==> config.mk <==
export PLATFORM = sky130hd
export DESIGN_NAME = hex_display_driver
export DESIGN_NICKNAME = d
export VERILOG_FILES = /design/src/rtl/hex_display_pkg.sv /design/src/rtl/hex_display_driver_hex_to_seg7.sv /design/src/rtl/hex_display_driver.sv
export SDC_FILE = /design/constraint.sdc
export NUM_CORES = 1
export LEC_CHECK = 0
export ABC_AREA = 1
export BUFFER_PORTS_ARGS = -buffer_cell sky130_fd_sc_hd__buf_2
export CORE_AREA = 2 2 103 105
export CTS_CLUSTER_SIZE = 16
export DETAILED_ROUTE_END_ITERATION = 8
export DIE_AREA = 0 0 105 107
export PLACE_DENSITY = 0.83
export SYNTH_ARGS = -nofsm -noshare
export SYNTH_HDL_FRONTEND = slang
export SYNTH_SLANG_ARGS = --single-unit
==> constraint.sdc <==
create_clock -name clk -period 7 [get_ports clk]
set_input_delay 0.35 -clock clk [delete_from_list [all_inputs] [get_ports clk]]
set_output_delay 0.35 -clock clk [all_outputs]
set_load 0.03 [all_outputs]
==> src/rtl/hex_display_pkg.sv <==
// Shared types and active-high seven-segment glyphs for the hex display scanner.
package hex_display_pkg;

  localparam int DIGITS_C = 8;

  typedef logic [2:0] digit_idx_t;
  typedef logic [3:0] nibble_t;

  // Segment order is {g,f,e,d,c,b,a}; a 1 means the segment is lit.
  localparam logic [6:0] SEG_0 = 7'h3F;
  localparam logic [6:0] SEG_1 = 7'h06;
  localparam logic [6:0] SEG_2 = 7'h5B;
  localparam logic [6:0] SEG_3 = 7'h4F;
  localparam logic [6:0] SEG_4 = 7'h66;
  localparam logic [6:0] SEG_5 = 7'h6D;
  localparam logic [6:0] SEG_6 = 7'h7D;
  localparam logic [6:0] SEG_7 = 7'h07;
  localparam logic [6:0] SEG_8 = 7'h7F;
  localparam logic [6:0] SEG_9 = 7'h6F;
  localparam logic [6:0] SEG_A = 7'h77;
  localparam logic [6:0] SEG_B = 7'h7C;
  localparam logic [6:0] SEG_C = 7'h39;
  localparam logic [6:0] SEG_D = 7'h5E;
  localparam logic [6:0] SEG_E = 7'h79;
  localparam logic [6:0] SEG_F = 7'h71;

  localparam logic [15:0][6:0] SEG_TABLE = {
    SEG_F, SEG_E, SEG_D, SEG_C, SEG_B, SEG_A, SEG_9, SEG_8,
    SEG_7, SEG_6, SEG_5, SEG_4, SEG_3, SEG_2, SEG_1, SEG_0
  };

endpackage

==> src/rtl/hex_display_driver_hex_to_seg7.sv <==
// Combinational nibble-to-glyph lookup; output is active-high, the parent applies pin polarity.
module hex_to_seg7
  import hex_display_pkg::*;
(
  input  nibble_t    nibble,
  output logic [6:0] glyph
);

  assign glyph = SEG_TABLE[nibble];

endmodule

==> src/rtl/hex_display_driver.sv <==
// 8-digit multiplexed seven-segment scanner with frame-boundary double buffering.
// Optional macro LEADING_ZERO_BLANK_EN blanks leading zero digits (digit 0 always shown).
module hex_display_driver
  import hex_display_pkg::*;
#(
  parameter int REFRESH_DIV    = 50000,
  parameter int DIGITS         = 8,
  parameter int SEG_ACTIVE_LOW = 1
) (
  input  logic        clk,
  input  logic        rst,
  input  logic [31:0] value_in,
  input  logic        value_valid,
  output logic [7:0]  an,
  output logic [6:0]  seg,
  output logic        dp,
  output logic        frame_start
);

  localparam int                CNT_W       = (REFRESH_DIV > 2) ? $clog2(REFRESH_DIV) : 1;
  localparam logic [CNT_W-1:0]  DIV_MAX     = CNT_W'(REFRESH_DIV - 1);
  localparam digit_idx_t        LAST_DIGIT  = digit_idx_t'(DIGITS - 1);
  localparam logic              POL_INV     = (SEG_ACTIVE_LOW != 0);

  logic [CNT_W-1:0] div_cnt;
  digit_idx_t       digit_idx;
  digit_idx_t       idx_next;
  logic [31:0]      shown;
  logic [31:0]      shown_next;
  logic [31:0]      pending;
  logic             pending_flag;
  logic             tick;
  logic             boundary;
  nibble_t          nibble_next;
  logic [6:0]       glyph_next;
  logic             blank_next;
  logic [6:0]       seg_on;
  logic [7:0]       an_on;

  assign tick     = (div_cnt == DIV_MAX);
  assign boundary = tick && (digit_idx == LAST_DIGIT);
  assign dp       = POL_INV;

  // A strobe landing on the boundary edge bypasses the pending buffer.
  always_comb begin
    idx_next   = (digit_idx == LAST_DIGIT) ? digit_idx_t'(0) : digit_idx + 3'd1;
    shown_next = shown;
    if (boundary) begin
      if (value_valid) begin
        shown_next = value_in;
      end else if (pending_flag) begin
        shown_next = pending;
      end
    end
  end

  assign nibble_next = shown_next[{idx_next, 2'b00} +: 4];

  hex_to_seg7 u_hex_to_seg7 (
    .nibble (nibble_next),
    .glyph  (glyph_next)
  );

`ifdef LEADING_ZERO_BLANK_EN
  // nz_above[k] is set when digit k or any higher digit is non-zero.
  logic [7:0] nz_above;
  for (genvar gi = 0; gi < 8; gi++) begin : g_nz
    assign nz_above[gi] = |shown_next[31:4*gi];
  end
  assign blank_next = (idx_next != digit_idx_t'(0)) && !nz_above[idx_next];
`else
  assign blank_next = 1'b0;
`endif

  assign seg_on = blank_next ? 7'h00 : glyph_next;
  assign an_on  = 8'h01 << idx_next;

  always_ff @(posedge clk or negedge rst) begin
    if (!rst) begin
      div_cnt      <= '0;
      digit_idx    <= LAST_DIGIT;
      shown        <= '0;
      pending      <= '0;
      pending_flag <= 1'b0;
      an           <= {8{POL_INV}};
      seg          <= {7{POL_INV}};
      frame_start  <= 1'b0;
    end else begin
      div_cnt     <= tick ? '0 : div_cnt + 1'b1;
      frame_start <= boundary;
      shown       <= shown_next;
      if (tick) begin
        digit_idx <= idx_next;
        an        <= an_on ^ {8{POL_INV}};
        seg       <= seg_on ^ {7{POL_INV}};
      end
      if (boundary) begin
        pending_flag <= 1'b0;
      end else if (value_valid) begin
        pending      <= value_in;
        pending_flag <= 1'b1;
      end
    end
  end

endmodule

==> flow_metrics.env <==
export IMPL_status="complete, no violations"
export IMPL_avgSynthCellArea_um2=8.52
export IMPL_ys_seq_elements=100
export IMPL_p_leak_nw=2.97
export IMPL_vias=4412
export IMPL_overflow=0
export IMPL_worstPathRequired_ns=7.31
export IMPL_clockPowerShare=0.383
export IMPL_first_pass_iters=6
export IMPL_layout_commonest_cell="nand2_1"
export IMPL_holdWs_ns=0.210
export IMPL_crit_chain="ha_1 > ha_1 > inv_2 > nand2_1 > nand3_1 > nand3_1 > nand2_1 > nand2_1 > nand2_1 > inv_1 > ha_1 > nand3_1 > nand3_1 > nand2_1 > nand2_1 > nand2_1"
export IMPL_numClockSinks=100
export IMPL_finalHoldViolations=0
export IMPL_route_detailed_drc=0
export IMPL_syn_area_mm2=0.00539
export IMPL_cts_resized=0
export IMPL_p_int_w=0.000838
export IMPL_synth_cell_types=40
export IMPL_h_tree_depth=3
export IMPL_cts_tree="yes"
export IMPL_synth_edff_count=0
export IMPL_drtAntennaViolNets=0
export IMPL_ios=52
export IMPL_antenna_found_initial=0
export IMPL_fin_crit_ns=3.48
export IMPL_critPathMaxStageDelay_ns=0.58
export IMPL_max_freq_mhz=287
export IMPL_port_buffers=50
export IMPL_final_layout_size_suffix_gt1_frac=0.202
export IMPL_cts_hold_buf=1
export IMPL_slew_limit_headroom=0.352
export IMPL_final_cells=808
export IMPL_ctsLongestPathBuffers=2
export IMPL_crit_fanout=18
export IMPL_ys_seq_area_frac=0.469
export IMPL_crit_type="flop to flop"
export IMPL_finalCritPeriodShare=0.497
export IMPL_setup_viol=0
export IMPL_rows=37
export IMPL_clkTransAtPathRegs_ns=0.11
export IMPL_grt_pass1_vias=4363
export IMPL_root_buffer="clkbuf_8"
export IMPL_drt_iter0_drc=291
export IMPL_gp_congestion=0.866
export IMPL_dp_cells=791
export IMPL_totalWireLength_um=11700
export IMPL_synthFlopType="dfrtp_1"
export IMPL_pwr_share_comb=0.069
export IMPL_insertion_delay_ns=0.38
export IMPL_fin_setup_tns_ns=0
export IMPL_multi_input_area_mm2=0.00247
export IMPL_synth_cells=632
export IMPL_chipWidth_um=105
export IMPL_post_cts_setup_buffers=0
export IMPL_slew_viol_final=0
export IMPL_synth_area_top_cells="dfrtp_1 (38%), nand2_1 (12%), dfstp_2 (8.8%)"
export IMPL_synth_top_cell_area_share=0.381
export IMPL_start_kind="flop"
export IMPL_seqPwrFrac=0.548
export IMPL_fp_dieH_um=107
export IMPL_mostFrequentLayoutCells="nand2_1 (175), dfrtp_1 (82), nand3_1 (61)"
export IMPL_critical_path_slowest_cell="dfstp_2"
export IMPL_numCtsBuffers=9
export IMPL_cp_common_cell="nand2_1"
export IMPL_yosysWarnings=0
export IMPL_drv_cap=0
export IMPL_switchingPower_w=0.000266
export IMPL_tightest_slew_ns=0.971
export IMPL_start_util=0.534
export IMPL_hp_class="input pin to flop"
export IMPL_regArea_mm2=0.00252
export IMPL_finClkSkew_ns=0.0150
export IMPL_area_growth_pct=9.50
export IMPL_syn_nets=682
export IMPL_end_kind="flop"
export IMPL_hpwl_um=8340
export IMPL_diodes=0
export IMPL_wl_per_cell_um=14.4
export IMPL_powerDensity_mw_per_mm2=187
export IMPL_fillers=915
export IMPL_dieArea_mm2=0.0112
export IMPL_grt_pass1_wl_um=19900
export IMPL_switching_share=0.241
export IMPL_core_area_mm2=0.0101
export IMPL_synth_async_reset_ratio=1.00
export IMPL_avgViaCountPerCell=5.46
export IMPL_worstPathArrival_ns=3.79
export IMPL_worst_slack_ns=3.52
export IMPL_groute_usage_overall=0.221
export IMPL_dp_slack_ns=3.63
export IMPL_final_nets=717
export IMPL_synth_top_area_cell="dfrtp_1"
export IMPL_grt_max_degree=61
export IMPL_ir_worst_vdd_mv=0.123
export IMPL_grt_setup_unrepaired="false"
power by group through the flow:
stage / combinational [W] / sequential, W / clock [W]
global route: 0.0000877 / 0.000608 / 0.000452
detailed placement: 0.0000772 / 0.000616 / 0
global placement: 0.0000750 / 0.000615 / 0
finish: 0.0000766 / 0.000605 / 0.000423
floorplan: 0.0000474 / 0.000613 / 0
CTS: 0.0000780 / 0.000605 / 0.000432
routing by layer:
| metal | wire (µm) | track usage | up-vias |
|---|---|---|---|
| met2 | 5700 | 0.381 | 130 |
| met1 | 5080 | 0.271 | 2111 |
| met3 | 595 | 0.0444 | 29 |
| met5 | 0 | 0 | - |
| met4 | 290 | 0.0914 | 0 |
| li1 | - | - | 2142 |
cells in the mapped netlist, types with 9 or more instances:
cell type and number:
a21oi_1 15, buf_2 9, clkbuf_1 9, dfrtp_1 82
dfstp_2 18, ha_1 15, inv_1 55, mux2_2 28
nand2_1 175, nand3_1 61, nor2_1 33, o21ai_0 40
sequential cells by signal, summed over array words and instances (netlist names):
signal,cells
seg,7
frame_start,1
digit_idx,3
div_cnt,16
pending_flag,1
shown,32
pending,32
an,8
cell families after synthesis:
group | count (synthesis) | share of synthesized area
xor gates and xnor gates | 3 | 0.00488
DFF | 100 | 0.469
adders and majority gates | 15 | 0.0348
buffers and inverters | 90 | 0.0725
muxes | 32 | 0.0660
and+or+nand+nor | 306 | 0.259
other | 1 | 0.000696
AOI/OAI and AO/OA | 85 | 0.0931
area by class of cell:
| cell class | count | share of cell area |
|---|---|---|
| clock inverters | 7 | 0.0178 |
| repair buffers | 52 | 0.0458 |
| inverters | 62 | 0.0394 |
| flip-flops and latches | 100 | 0.428 |
| multi-input cells | 442 | 0.419 |
| well taps | 136 | 0.0288 |
| clock buffers | 9 | 0.0210 |
per-stage QoR:
stage	power, W	util	cell area, µm²
after floorplan	0.000661	-	5390
after detailed placement	0.000693	0.561	5660
after global placement	0.000690	0.561	5660
after global routing	0.00115	0.585	5900
after CTS	0.00112	0.585	5900
final	0.00110	0.585	5900
worst max-delay path: cells and delay by family (launching register included):
| kind | cells | cell delay, ns |
|---|---|---|
| AND/OR/NAND/NOR | 11 | 1.51 |
| adder cells (fa/ha/maj) | 3 | 0.87 |
| flip-flops | 1 | 0.58 |
| buffers and inverters | 2 | 0.45 |
final timing paths:
| kind | cells past startpoint | startpoint | endpoint | slack, ns |
|---|---|---|---|---|
| max reg2reg | 16 | digit_idx[0]$_DFFE_PN1N_ | seg[3]$_DFFE_PN1N_ | 3.52 |
| min | 2 | value_in[2] | pending[2]$_DFFE_PN0P_ | 0.21 |
| min in group asynchronous | 2 | rst | div_cnt[11]$_DFF_PN0_ | 0.50 |
| min reg2reg | 1 | div_cnt[0]$_DFF_PN0_ | div_cnt[0]$_DFF_PN0_ | 0.47 |
| max | 16 | digit_idx[0]$_DFFE_PN1N_ | seg[3]$_DFFE_PN1N_ | 3.52 |
| max in group asynchronous | 3 | rst | div_cnt[2]$_DFF_PN0_ | 5.40 |
(Power assumes the default switching activity.)
